File: src/rtl/serial_byte_receiver_pkg.sv
// Shared constants for the serial byte receiver: FSM state encoding and
// bit-order selectors.
package serial_byte_receiver_pkg;

  typedef enum logic {
    ST_IDLE = 1'b0,
    ST_RECV = 1'b1
  } state_t;

  localparam logic DIR_LSB_FIRST = 1'b0;
  localparam logic DIR_MSB_FIRST = 1'b1;

endpackage

File: src/rtl/serial_byte_receiver_shift_in_core.sv
// Bidirectional shift-in register. LSB-first data enters at the top and
// moves right; MSB-first data enters at the bottom and moves left.
module shift_in_core
  import serial_byte_receiver_pkg::*;
#(
  parameter int WIDTH = 8
) (
  input  logic             CLK,
  input  logic             RST,
  input  logic             clr,
  input  logic             en,
  input  logic             dir,
  input  logic             sin,
  output logic [WIDTH-1:0] q
);

  // Clear has priority over shifting; hold when neither is requested.
  always_ff @(posedge CLK or posedge RST) begin
    if (RST) begin
      q <= '0;
    end else if (clr) begin
      q <= '0;
    end else if (en) begin
      if (dir == DIR_MSB_FIRST) begin
        q <= {q[WIDTH-2:0], sin};
      end else begin
        q <= {sin, q[WIDTH-1:1]};
      end
    end
  end

endmodule

File: src/rtl/serial_byte_receiver.sv
// Serial-in, parallel-out receiver: assembles WIDTH bits per word, presents
// each completed word on Data_out and flags words dropped by a slow consumer.
//
// Handshake: Data_valid high means Data_out holds a word the consumer has not
// yet taken. Ack while Data_valid is high consumes it. A completing word is
// accepted when Data_valid is low or Ack is high in the same cycle; otherwise
// it is dropped and Overrun is set (sticky until RST or Start).
module serial_byte_receiver
  import serial_byte_receiver_pkg::*;
#(
  parameter int WIDTH = 8,
  parameter int CNT_W = $clog2(WIDTH)
) (
  input  logic             CLK,
  input  logic             RST,
  input  logic             Start,
  input  logic             Stop,
  input  logic             Dir,
  input  logic             Sin,
  input  logic             Sin_en,
  input  logic             Ack,
  output logic [WIDTH-1:0] Data_out,
  output logic             Data_valid,
  output logic             Busy,
  output logic             Overrun,
  output logic [CNT_W-1:0] Bit_cnt,
  output logic             Dbg_state
);

  state_t             r_state;
  state_t             w_state_nxt;
  logic               r_dir;
  logic [CNT_W-1:0]   r_bit_cnt;
  logic [WIDTH-1:0]   r_data;
  logic               r_valid;
  logic               r_overrun;
  logic [WIDTH-1:0]   w_sh;
  logic [WIDTH-1:0]   w_sh_nxt;
  logic               w_recv;
  logic               w_abort;
  logic               w_restart;
  logic               w_clr;
  logic               w_shift;
  logic               w_complete;
  logic               w_accept;

  // Decode this cycle's action with Stop > Start > Sin_en while receiving.
  always_comb begin
    w_recv     = (r_state == ST_RECV);
    w_abort    = w_recv && Stop;
    w_restart  = Start && !w_abort;
    w_clr      = w_abort || w_restart;
    w_shift    = w_recv && Sin_en && !Stop && !Start;
    w_complete = w_shift && (r_bit_cnt == CNT_W'(WIDTH - 1));
    w_accept   = !r_valid || Ack;
    if (r_dir == DIR_MSB_FIRST) begin
      w_sh_nxt = {w_sh[WIDTH-2:0], Sin};
    end else begin
      w_sh_nxt = {Sin, w_sh[WIDTH-1:1]};
    end
  end

  shift_in_core #(.WIDTH(WIDTH)) u_shift (
    .CLK (CLK),
    .RST (RST),
    .clr (w_clr),
    .en  (w_shift),
    .dir (r_dir),
    .sin (Sin),
    .q   (w_sh)
  );

  // FSM state register.
  always_ff @(posedge CLK or posedge RST) begin
    if (RST) begin
      r_state <= ST_IDLE;
    end else begin
      r_state <= w_state_nxt;
    end
  end

  // FSM next state: Start enters RECV, Stop leaves it, RECV loops word to word.
  always_comb begin
    w_state_nxt = r_state;
    case (r_state)
      ST_IDLE: if (Start) w_state_nxt = ST_RECV;
      ST_RECV: if (Stop)  w_state_nxt = ST_IDLE;
      default:            w_state_nxt = ST_IDLE;
    endcase
  end

  // Bit order latch and bit counter; counter wraps on word completion.
  always_ff @(posedge CLK or posedge RST) begin
    if (RST) begin
      r_dir     <= DIR_LSB_FIRST;
      r_bit_cnt <= '0;
    end else begin
      if (w_restart) r_dir <= Dir;
      if (w_clr || w_complete) begin
        r_bit_cnt <= '0;
      end else if (w_shift) begin
        r_bit_cnt <= r_bit_cnt + CNT_W'(1);
      end
    end
  end

  // Output word, valid flag and sticky overrun.
  always_ff @(posedge CLK or posedge RST) begin
    if (RST) begin
      r_data    <= '0;
      r_valid   <= 1'b0;
      r_overrun <= 1'b0;
    end else begin
      if (w_complete && w_accept) begin
        r_data  <= w_sh_nxt;
        r_valid <= 1'b1;
      end else if (Ack) begin
        r_valid <= 1'b0;
      end
      if (w_restart) begin
        r_overrun <= 1'b0;
      end else if (w_complete && !w_accept) begin
        r_overrun <= 1'b1;
      end
    end
  end

  assign Data_out   = r_data;
  assign Data_valid = r_valid;
  assign Busy       = (r_state == ST_RECV);
  assign Overrun    = r_overrun;
  assign Bit_cnt    = r_bit_cnt;
  assign Dbg_state  = r_state;

endmodule

File: config.mk
export PLATFORM = sky130hd
export DESIGN_NAME = serial_byte_receiver
export DESIGN_NICKNAME = d
export VERILOG_FILES = /design/src/rtl/serial_byte_receiver_pkg.sv /design/src/rtl/serial_byte_receiver_shift_in_core.sv /design/src/rtl/serial_byte_receiver.sv
export SDC_FILE = /design/constraint.sdc
export NUM_CORES = 1
export LEC_CHECK = 0
export CAP_MARGIN = 15
export CORE_AREA = 3 3 76 49
export CTS_BUF_LIST = sky130_fd_sc_hd__clkbuf_8
export CTS_CLUSTER_SIZE = 16
export DETAILED_ROUTE_END_ITERATION = 8
export DIE_AREA = 0 0 79 52
export PLACE_DENSITY = 0.57
export SETUP_SLACK_MARGIN = 0.05
export SLEW_MARGIN = 10
export SYNTH_ARGS = -nofsm -noshare
export SYNTH_HDL_FRONTEND = slang
export SYNTH_SLANG_ARGS = --single-unit
File: constraint.sdc
create_clock -name CLK -period 1.7 [get_ports CLK]
set_input_delay 0.255 -clock CLK [delete_from_list [all_inputs] [get_ports CLK]]
set_output_delay 0.255 -clock CLK [all_outputs]
set_load 0.005 [all_outputs]
* Yosys cells after proc, flatten, opt, wreduce, memory -nomap -nowiden *
Cells that the tools add are included.

cells by class
  bitwise gates (word level) = 1
  muxes and demuxes = 12
  $add $sub $neg = 1
  eq/ne operators = 1
  reductions and logical operators = 20

operators with widths
  cell                   number
  $mux W8                3
  $logic_and A1 B1 Y1    8
  $reduce_bool A2 Y1     4
  $mux W1                6
  $mux W3                2
  $logic_not A1 Y1       5
  $add A3 B1 Y3 const B  1
  $eq A3 B3 Y1 const B   1
  $logic_or A1 B1 Y1     3
  $pmux W1 S2            1
  $not A1 Y1             1

storage, ports and cells
  register bits after elaboration = 23
  output and inout bits = 15

* Depth between registers and ports, before layout *
  depth after elaboration = 7
  mapped depth = 5

* Modules after synthesis *
Synthesis repeated with hierarchy kept, for this count alone.

unflattened totals
  cells, all modules = 91
  area, all modules = 1149.9 um^2

modules (own cells, without submodules)
  module                area each (um^2)  sequential area each (um^2)  cells each  instances
  serial_byte_receiver  739.5             375.4                        54          1
  shift_in_core         410.4             200.2                        37          1

* Least setup slack after synthesis *
OpenSTA, ideal clock, no wires.

  path kind = reg-to-reg
  start point = register r_dir
  end point = register r_data[7] (netlist: Data_out[7])
  cell stages (with the launch flop) = 4
  data required time = 1575 ps
  period minus slack after synthesis = 1428 ps
  arrival time = 1303 ps
  buffers on the path = 1
  slack = 272 ps
  path through = dfrtp_1 clkbuf_1 mux2_2 mux2_2

between the ends
  longest elaborated chain between the ends = 1

ends and longest elaborated chain
  what                    RTL line                     RTL
  from (decl)             serial_byte_receiver.sv:32   logic r_dir;
  from (signal assigned)  serial_byte_receiver.sv:98   if (w_restart) r_dir <= Dir;
  $mux W8                 serial_byte_receiver.sv:56   if (r_dir == DIR_MSB_FIRST) begin
  to (signal assigned)    serial_byte_receiver.sv:115  r_data <= w_sh_nxt;
  to (decl)               serial_byte_receiver.sv:34   logic [WIDTH-1:0] r_data;

Every way passes these cells.
A chain may end at the register's enable or synchronous reset.

* Worst setup path in the final report *
  start point = register r_state (netlist: Busy)
  end point = output port Busy

RTL lines
  what                    RTL line                    RTL
  from (decl)             serial_byte_receiver.sv:30  state_t r_state;
  from (signal assigned)  serial_byte_receiver.sv:78  r_state <= w_state_nxt;
  to (decl)               serial_byte_receiver.sv:24  output logic Busy,

No word-level cell between the ends.

==> results.toml <==
[worst_setup_path]
critPathCaptureType = "output port"
cp.arrival_ns = 1.27
timing.rr.start = "Bit_cnt[0]"
worstSetupPathType = "reg -> out"
crit_slowest_cell = "clkdlybuf4s50_1"
crit_start = "Busy"
start_kind = "register"
slowest_delay_ns = 0.55
crit_path_cell_trace = "clkdlybuf4s50_1"
crit_path_max_fanout = 7
crit_family = "buffers and inverters"
crit_buf_inv = 1
required_ns = 1.44

[clocking]
post_cts_buffers = 0
clk_latency_ns = 0.26
cts-htree-levels = 1
post_cts_resized = 0
cts_tree = "built"
cts_sinks = 23
cts_buffer_depth = 2
holdBufCountCts = 0
root_buffer = "clkbuf_8"
cts_made_buffers = 3
clk_pin_slew_ns = 0.08

[synthesis]
synthTopCellsByArea = "dfrtp_1 54%, mux2i_1 14%, inv_1 3.5%, mux2_2 3.2%, a211oi_1 2.8%"
avgSynthCellArea_um2 = 12.0
muxShareOfSynthArea_pct = 17.2
synthFlopType = "dfrtp_1"
ys_warn_count = 0
syn_inst = 89
synth_adder_area_share_pct = 2.34
netlist.area_leader.share_pct = 53.9
syn-num-nets = 99
yosysSeqAreaShare_pct = 53.9
ys_types = 23
postSynth.asyncResetShare_pct = 100
synth.most_common_cell = "dfrtp_1"
synthTopCellsByCount = "23 x dfrtp_1, 15 x mux2i_1, 10 x inv_1"
ys_seq_elements = 23
yosys.area_share.xor_xnor_pct = 0.820
synth_compound_area_share_pct = 9.02
synth_top_family_by_area = "multiplexers"
syn-cell-area_um2 = 1070
synth_top_area_cell = "dfrtp_1"
synthSimpleGateAreaFrac_pct = 10.4
synth_edf_count = 0

[sta]
slew_viol_final = 0
setup_viol = 0
rsz0062_at_grt = "false"
fmax_mhz = 656
period_share_pct = 89.6
final.min_clock_period_ns = 1.52
setup_slack_ns = 0.176
finalHoldViolCount = 0
relSlewSlack_pct = 80.6
fin_worst_skew_ns = 0.00356
worst_pin_slew_ns = 0.292

[final_layout]
syn_to_final_growth_pct = 32.9
fin_area_um2 = 1420
multi_input_area_um2 = 425
seqCellArea_um2 = 576
final.fill_count = 316
n_antenna_cell = 0
drive_gt1_share_pct = 13.4
fin_nets = 130

[route]
viasPerCell = 4.50
ant_nets = 0
drt-pass1-iter-count = 3
first_iter_violations = 45
drc = 0
wl_per_cell_um = 13.5
via_count = 738
wirelength_um = 2220

[placement]
gp_congestion = 0.762
placed_area_um2 = 1380
place_ws_ns = -0.0571
portBuffers = 22
place_hpwl_um = 1680

[job]
maxCapViolCount = 0

[global_route]
grt_pass1_vias = 768
grt_use_total_pct = 12.4
grt_pass1_wl_um = 3880
grt_remaining_overflow = 0
antenna_found_initial = 0
grt_max_degree = 24

[floorplanning]
die-area_um2 = 4110
die_w_um = 79
start_util_pct = 33.8
coreArea_um2 = 3160
pin_count = 23
rows = 16
die_height_um = 52

[power]
p_per_area_nw_per_um2 = 719
p_total_uw = 1020
vdd_drop_max_uv = 306
power.leakage_uw = 0.000715

[status]
outcome = "complete, no violations"

[min_path]
min_path_type = "in -> async"
==> stage by stage <==
stage / setup TNS, ns / hold slack (ns) / util [%] / std cells
floorplan: 0 / 0.257 / - / 89
global placement: 0 / 0.474 / 43.5 / 160
detailed placement: -0.186 / 0.492 / 43.5 / 160
CTS: 0 / 0.353 / 44.9 / 164
global route: 0 / 0.365 / 44.9 / 164
finish: 0 / 0.331 / 44.9 / 164
==> final timing paths <==
path,end,slack [ns],cells after the start
max,Busy,0.18,1
max in group asynchronous,Busy,1.13,3
min,Data_out[0],0.33,3
min in group CLK,u_shift.q[0],0.51,1
max reg2reg,Data_out[7],0.25,4
min reg2reg,u_shift.q[0],0.51,1
==> placed cells by master (no fill, tap or decap), types with 2 or more instances in the layout <==
| cell type | n |
|---|---|
| a21oi_1 | 3 |
| inv_1 | 11 |
| dfrtp_1 | 23 |
| mux2i_1 | 15 |
| mux2_2 | 3 |
| a211oi_1 | 4 |
| clkdlybuf4s50_1 | 22 |
| buf_4 | 8 |
| nor2_1 | 5 |
| ha_1 | 2 |
| nand2_1 | 6 |
| clkbuf_8 | 3 |
| o2bb2ai_1 | 3 |
| nand3b_1 | 2 |
==> area by class of cell <==
cell class                      instances  share of cell area, %
Clock buffer                            3                   2.91
Clock inverter                          1                  0.264
Inverter                               10                   2.64
Multi-Input combinational cell         52                   30.0
Sequential cell                        23                   40.5
Tap cell                               45                   3.96
Timing Repair Buffer                   30                   19.7
==> per-layer routing <==
| layer | vias up | wire length, um | GRT usage (%) | part of all wire [%] |
|---|---|---|---|---|
| li1 | 369 | - | - | - |
| met1 | 350 | 1120 | 17.9 | 50 |
| met2 | 17 | 961 | 17.6 | 43 |
| met3 | 2 | 131 | 4.50 | 5.9 |
| met4 | 0 | 8 | 2.57 | 0.36 |
| met5 | - | 0 | 0 | 0 |
==> registers in the layout, indices dropped and copies added, names as in the netlist <==
register    cells
Busy            1
Overrun         1
r_dir           1
Data_out        8
Bit_cnt         3
u_shift.q       8
Data_valid      1
==> power breakdown <==
group	internal, uW	switching, uW
registers	557	10.3
logic	62.7	57.2
clock network	161	173
total	781	240
==> logic make-up after synthesis <==
family / Yosys count
adder cells (fa/ha/maj): 2
AO/OA/AOI/OAI: 13
buffers and inverters: 14
multiplexers: 18
XOR/XNOR: 1
AND/OR/NAND/NOR: 18
flip-flops: 23
Power figures use the tool's default switching activity.
